--- src/rtl/extend_imm_pkg.sv ---
// Shared definitions for the decode->issue immediate generator.
// Contents: immediate format codes and the fixed instr[31:7] field width.
package extend_imm_pkg;

    localparam int unsigned IMM_FIELD_W = 25;

    // Format codes 3'b110 and 3'b111 are reserved and flagged as illegal.
    typedef enum logic [2:0] {
        IMM_I   = 3'd0,
        IMM_S   = 3'd1,
        IMM_B   = 3'd2,
        IMM_J   = 3'd3,
        IMM_U   = 3'd4,
        IMM_CSR = 3'd5
    } imm_type_t;

endpackage

--- src/rtl/imm_skid_buf.sv ---
// Generic 2-entry valid/ready skid buffer: a main register driving the outputs
// plus one skid register that catches the item accepted while main is stalled.
// Ports:
//   clk, rst       clock, synchronous active-high reset
//   flush          invalidate both entries; the input item this cycle is dropped
//   in_valid/in_ready/in_data     upstream handshake and payload
//   out_valid/out_ready/out_data  downstream handshake and payload
module imm_skid_buf #(
    parameter int unsigned W = 8
) (
    input  logic         clk,
    input  logic         rst,
    input  logic         flush,
    input  logic         in_valid,
    output logic         in_ready,
    input  logic [W-1:0] in_data,
    output logic         out_valid,
    input  logic         out_ready,
    output logic [W-1:0] out_data
);

    logic         main_valid_q;
    logic         skid_valid_q;
    logic [W-1:0] main_q;
    logic [W-1:0] skid_q;
    logic         accept;
    logic         main_free;

    // Ready depends only on skid occupancy, never on out_ready.
    assign in_ready  = !skid_valid_q && !rst;
    assign accept    = in_valid && in_ready;
    // Main can take a new item when empty or when its item leaves this cycle.
    assign main_free = !main_valid_q || out_ready;

    assign out_valid = main_valid_q;
    assign out_data  = main_q;

    // Storage update; flush wins over any handshake.
    always_ff @(posedge clk) begin
        if (rst) begin
            main_valid_q <= 1'b0;
            skid_valid_q <= 1'b0;
            main_q       <= '0;
            skid_q       <= '0;
        end else if (flush) begin
            main_valid_q <= 1'b0;
            skid_valid_q <= 1'b0;
        end else if (main_free) begin
            if (skid_valid_q) begin
                // Older skid item goes first; no accept possible this cycle.
                main_q       <= skid_q;
                main_valid_q <= 1'b1;
                skid_valid_q <= 1'b0;
            end else begin
                main_valid_q <= accept;
                if (accept) begin
                    main_q <= in_data;
                end
            end
        end else if (accept) begin
            skid_q       <= in_data;
            skid_valid_q <= 1'b1;
        end
    end

endmodule

--- src/rtl/imm_extend_pipe.sv ---
// Registered RISC-V immediate generator at the decode->issue boundary.
// Extends instr[31:7] to XLEN per format code, flags reserved codes, and
// carries a side-band tag through a 1-cycle valid/ready skid stage.
// Ports:
//   clk_i, rst_i, flush_i                      clock, sync reset, pipeline flush
//   in_valid_i, in_ready_o                     upstream handshake
//   imm_type_i, imm_i, tag_i                   format code, instr[31:7], tag
//   out_valid_o, out_ready_i                   downstream handshake
//   imm_ext_o, tag_o, illegal_o                extended immediate, tag, reserved-format flag
module imm_extend_pipe
    import extend_imm_pkg::*;
#(
    parameter int unsigned XLEN      = 64,
    parameter int unsigned IMM_WIDTH = 25,
    parameter int unsigned TAG_WIDTH = 6
) (
    input  logic                 clk_i,
    input  logic                 rst_i,
    input  logic                 flush_i,
    input  logic                 in_valid_i,
    output logic                 in_ready_o,
    input  logic [2:0]           imm_type_i,
    input  logic [IMM_WIDTH-1:0] imm_i,
    input  logic [TAG_WIDTH-1:0] tag_i,
    output logic                 out_valid_o,
    input  logic                 out_ready_i,
    output logic [XLEN-1:0]      imm_ext_o,
    output logic [TAG_WIDTH-1:0] tag_o,
    output logic                 illegal_o
);

    localparam int unsigned PAYLOAD_W = 1 + XLEN + TAG_WIDTH;

    if (XLEN != 32 && XLEN != 64) begin : g_bad_xlen
        $error("imm_extend_pipe: XLEN must be 32 or 64");
    end
    if (IMM_WIDTH != IMM_FIELD_W) begin : g_bad_imm_width
        $error("imm_extend_pipe: IMM_WIDTH must be 25");
    end

    logic [XLEN-1:0]      imm_ext_c;
    logic                 illegal_c;
    logic [PAYLOAD_W-1:0] in_payload;
    logic [PAYLOAD_W-1:0] out_payload;

    // Format mux; signed casts replicate imm_i[24] up to XLEN.
    always_comb begin
        imm_ext_c = '0;
        illegal_c = 1'b0;
        case (imm_type_i)
            IMM_I:   imm_ext_c = XLEN'($signed(imm_i[24:13]));
            IMM_S:   imm_ext_c = XLEN'($signed({imm_i[24:18], imm_i[4:0]}));
            IMM_B:   imm_ext_c = XLEN'($signed({imm_i[24], imm_i[0], imm_i[23:18],
                                                imm_i[4:1], 1'b0}));
            IMM_J:   imm_ext_c = XLEN'($signed({imm_i[24], imm_i[12:5], imm_i[13],
                                                imm_i[23:14], 1'b0}));
            IMM_U:   imm_ext_c = XLEN'($signed({imm_i[24:5], 12'b0}));
            IMM_CSR: imm_ext_c = XLEN'(imm_i[12:8]);
            default: illegal_c = 1'b1;
        endcase
    end

    assign in_payload = {illegal_c, imm_ext_c, tag_i};

    imm_skid_buf #(
        .W(PAYLOAD_W)
    ) u_skid (
        .clk      (clk_i),
        .rst      (rst_i),
        .flush    (flush_i),
        .in_valid (in_valid_i),
        .in_ready (in_ready_o),
        .in_data  (in_payload),
        .out_valid(out_valid_o),
        .out_ready(out_ready_i),
        .out_data (out_payload)
    );

    assign {illegal_o, imm_ext_o, tag_o} = out_payload;

endmodule

--- config.mk ---
export PLATFORM = sky130hd
export DESIGN_NAME = imm_extend_pipe
export DESIGN_NICKNAME = d
export VERILOG_FILES = /design/src/rtl/extend_imm_pkg.sv /design/src/rtl/imm_skid_buf.sv /design/src/rtl/imm_extend_pipe.sv
export SDC_FILE = /design/constraint.sdc
export NUM_CORES = 1
export LEC_CHECK = 0
export ABC_AREA = 1
export CORE_ASPECT_RATIO = 1.2
export CORE_MARGIN = 2
export CORE_UTILIZATION = 50
export DETAILED_ROUTE_END_ITERATION = 6
export PLACE_DENSITY = 0.79
export SLEW_MARGIN = 25
export SYNTH_ARGS = -nofsm -noshare
export SYNTH_HDL_FRONTEND = slang
export SYNTH_SLANG_ARGS = --single-unit
--- constraint.sdc ---
create_clock -name clk_i -period 3.69 [get_ports clk_i]
set_clock_uncertainty 0.05 [all_clocks]
set_input_delay 1.107 -clock clk_i [delete_from_list [all_inputs] [get_ports clk_i]]
set_output_delay 1.107 -clock clk_i [all_outputs]
set_load 0.05 [all_outputs]
======== Yosys cells after proc, flatten, opt, wreduce, memory -nomap -nowiden ========
Index checks and enable logic that the tools add are counted.
cells by class
  eq/ne operators ......................... 5
  mux-type cells .......................... 5
  bitwise logic cells ..................... 2
  reduce and logical (&&, ||, !) cells .... 13
operators by type and width
  operator                                                               number
  64-bit one-hot mux with 6 select lines                                 1
  71-bit two-way mux                                                     2
  3-bit by 2-bit equality test with 1-bit output, second input constant  2
  3-bit equality test, second input constant                             2
  3-bit AND reduction                                                    2
  6-bit OR reduction                                                     1
  3-bit by 1-bit equality test with 1-bit output, second input constant  1
  1-bit logical NOT                                                      3
  3-bit logical NOT                                                      1
  3-bit OR reduction                                                     1
  1-bit logical AND                                                      2
  1-bit two-way mux                                                      2
  1-bit inverter                                                         2
  2-bit nonzero test                                                     1
  2-bit OR reduction                                                     1
  1-bit logical OR                                                       1
word-level totals
  register bits after elaboration ......... 144
  bits of input ports ..................... 39
  output and inout bits ................... 73

======== Longest topological paths before layout ========
  depth in word-level cells ............... 5
  gate-level depth with buffers ........... 9

======== By module ========
A second synthesis with hierarchy kept.
unflattened totals
  cells, all modules ...................... 1254
  area total of the unflattened synthesis .. 7551.0 um^2
by module, submodules not included
  module           times used  cells an instance  area an instance (um^2)  seq. area each (um^2)
  imm_skid_buf     1           1164               7114.3                   2882.8
  imm_extend_pipe  1           90                 436.7                    0.0

======== Least setup slack after synthesis ========
OpenSTA, ideal clock, no wires.
  kind .................................... input to output
  start ................................... input port rst_i
  end ..................................... output port in_ready_o
  arrival ................................. 2152 ps
  setup slack ............................. 381 ps
  stages on the path ...................... 3
  buffers on the path ..................... 2
  cell sequence ........................... clkbuf_1 buf_1 nor2_1
between the ends
  cells in the longest elaborated chain, start to end .. 2
ends and longest elaborated chain
  element             line                   text
  start: declaration  imm_extend_pipe.sv:18  input logic rst_i,
  1-bit logical NOT   imm_skid_buf.sv:30     assign in_ready = !skid_valid_q && !rst;
  1-bit logical AND   imm_skid_buf.sv:30
  end: declaration    imm_extend_pipe.sv:21  output logic in_ready_o,
No other way between the ends.

======== Worst setup path after layout ========
Ends and elaborated chain as after synthesis.

==> results.yml <==
power:
  power_density_nw_per_um2: 376.0
  peakVddDrop_uv: 312.6
  p_seq_share_pct: 47.8
  power_frac_comb_pct: 22.5
  internal_power_w: 0.001279
  report.power.total_w: 0.001881
  p_leak_nw: 2.165
  p_switching_w: 0.0006016
  pwr-share-clk_pct: 29.6
  switching_share_pct: 31.98
sta:
  worst_slew_pin_slew_ps: 804.5
  hold_viol: 0
  fmax_mhz: 310.4
  fin_tns_setup_ps: 0
  finalCriticalPeriod_ps: 3221
  slew_headroom_pct: 46.30
  timing.final.max_slew_violations: 0
  setup_viol: 0
  rsz0062_at_grt: "no"
  post-route-period-util_pct: 87.30
drt:
  drt_wl_total_um: 9572
  ant_nets: 0
  viasPerCell: 5.282
  via_count: 3930
  wl_per_cell_um: 12.87
  drcViolationCount: 0
  drt_pre_antenna_iters: 5
  drt_iter0_drc: 225
min_path:
  hold_path.class: "reg2reg"
synth:
  syn-num-nets: 623
  yosys.area.top_type: "dfxtp_1"
  synth_top_area_share_pct: 40.89
  yosysWarningCount: 0
  synth_cells: 584
  syn_area_per_cell_um2: 6.706
  synthFlopType: "dfxtp_1"
  ys_async_sr_fraction_pct: 0
  ys_seq_elements: 80
  synth_most_common_cell: "nand2_1"
  yosysUniqueCellTypes: 21
  ys_seq_area_share_pct: 40.89
  synth_edf_count: 0
  synth_area_leaders: "dfxtp_1 (41%), nand2_1 (15%), a21oi_1 (11%)"
  synth_top_cells_by_count: "nand2_1 (159), a21oi_1 (85), dfxtp_1 (80)"
  synth_area_um2: 3916
clocking:
  cts_max_path_buffers: 2
  cts_hold_buf: 0
  cts_tree: "built"
  post_cts.repair.setup_buffers: 0
  clk_pin_slew_ps: 70
  htreeDepth: 3
  insertion_delay_ps: 350
  ctsResizeCount: 0
  cts_buffers: 9
  ctsRootBufferMaster: "clkbuf_8"
  cts.sinks: 80
setup_path:
  start_kind: "input port"
  arrival_ps: 2060
  end_kind: "output port"
  worstPathRequired_ps: 2530
  rr_worst_depth: 6
  r2r-start: "u_skid.skid_valid_q$_SDFFE_PP0P_"
  startpoint: "rst_i"
  r2r_setup_slack_ps: 1240
  crit_path_end: "in_ready_o"
  critPathMaxFanout: 2
  r2r-end: "u_skid.out_data[1]$_SDFFE_PP0P_"
  path_class: "in2out"
floorplanning:
  num_rows: 35
  initial_core_util_pct: 51.40
  die_w_um: 84.79
  dieArea_um2: 8560
  io_pins: 112
  core-area_um2: 7620
  die_y_um: 101.0
layout:
  multiInputGateArea_um2: 1695
  nets: 686
  n_antenna_cell: 0
  area_delta_synth_final_pct: 27.76
  fill_cells: 687
  drive_gt1_share_pct: 5.061
  seq_area_um2: 1602
grt:
  antenna_found_initial: 0
  grt_overflow_total: 0
  grt_pass1_wl_um: 15840
  grt_max_degree: 59
  grt_pass1_vias: 3562
  track_usage_pct: 22.80
job:
  maxCapViolCount: 0
outcome:
  status: "finished clean"
placement:
  hpwl_um: 6480
  finalWeightedCongestion: 0.9029
  io_buffers: 111
-- power groups by stage --
| stage | clock, W | sequential, W | combinational [W] |
|---|---|---|---|
| detailed placement | 0 | 0.000921 | 0.000423 |
| floorplan | 0 | 0.00100 | 0.000210 |
| CTS | 0.000570 | 0.000900 | 0.000425 |
| global route | 0.000606 | 0.000903 | 0.000455 |
| finish | 0.000557 | 0.000900 | 0.000424 |
| global placement | 0 | 0.000920 | 0.000421 |
-- final cells by class --
type | instances | share of cell area, %
clock buffers | 11 | 2.626
inverters | 58 | 4.351
multi-input cells | 377 | 33.88
repair buffers | 121 | 24.16
clock inverters | 5 | 0.6752
well taps | 92 | 2.301
flip-flops and latches | 80 | 32.01
-- worst min-delay path by stage --
stage	slack, ps	from	to	cells after the start
final	400	u_skid.out_data[70]$_SDFFE_PP0P_	u_skid.out_data[70]$_SDFFE_PP0P_	2
after global routing	430	u_skid.out_data[5]$_SDFFE_PP0P_	u_skid.out_data[5]$_SDFFE_PP0P_	2
after CTS	400	u_skid.out_data[70]$_SDFFE_PP0P_	u_skid.out_data[70]$_SDFFE_PP0P_	2
after detailed placement	390	u_skid.out_data[70]$_SDFFE_PP0P_	u_skid.out_data[70]$_SDFFE_PP0P_	2
after global placement	380	u_skid.out_data[70]$_SDFFE_PP0P_	u_skid.out_data[70]$_SDFFE_PP0P_	2
after floorplan	390	u_skid.skid_q[26]$_SDFFE_PP0P_	u_skid.skid_q[26]$_SDFFE_PP0P_	2
-- through the flow --
step	utilization [%]	setup slack, ps	cell area (um2)	hold slack (ps)	cells
after CTS	65.66	454.3	5004	397.6	744
final	65.66	468.6	5004	397.6	744
after global routing	65.66	445.0	5004	430.7	744
after detailed placement	63.50	454.2	4838	386.0	728
after floorplan	-	380.8	3916	394.2	584
after global placement	63.50	461.9	4838	384.8	728
-- cell families after synthesis --
group	after synthesis	share of synthesized area, %
AOI/OAI and AO/OA	147	19.94
buffers and inverters	127	15.81
DFF	80	40.89
and+or+nand+nor	230	23.35
-- layout by cell type, fill, tap and decap left out, drive strengths merged --
| cell type | n |
|---|---|
| nand2 | 160 |
| buf | 11 |
| o31ai | 6 |
| nor3 | 2 |
| clkinvlp | 2 |
| dfxtp | 80 |
| clkinv | 3 |
| clkbuf | 11 |
| nand4 | 7 |
| o211ai | 2 |
| clkdlybuf4s50 | 110 |
| nor2 | 48 |
| o21a | 7 |
| a21oi | 85 |
| nand3 | 13 |
| inv | 58 |
| o21ai | 47 |
-- sequential cells by signal, indices dropped and copies added (netlist names) --
| name | cells |
|---|---|
| u_skid.out_data | 39 |
| u_skid.out_valid | 1 |
| u_skid.skid_q | 39 |
| u_skid.skid_valid_q | 1 |
-- worst max-delay path, cell delays in order --
cell,delay (ps)
clkdlybuf4s50_1,450
nor2_1,310
buf_12,190
-- layer usage --
layer / track usage [%] / vias to the layer above / part of all wire (%)
met5: 0 / - / 0
met4: 10.62 / 0 / 2.4
met3: 5.897 / 25 / 8.5
met2: 38.89 / 177 / 48
met1: 26.77 / 1777 / 41
li1: - / 1951 / -
Note: power is estimated with default switching activity, not from simulation.
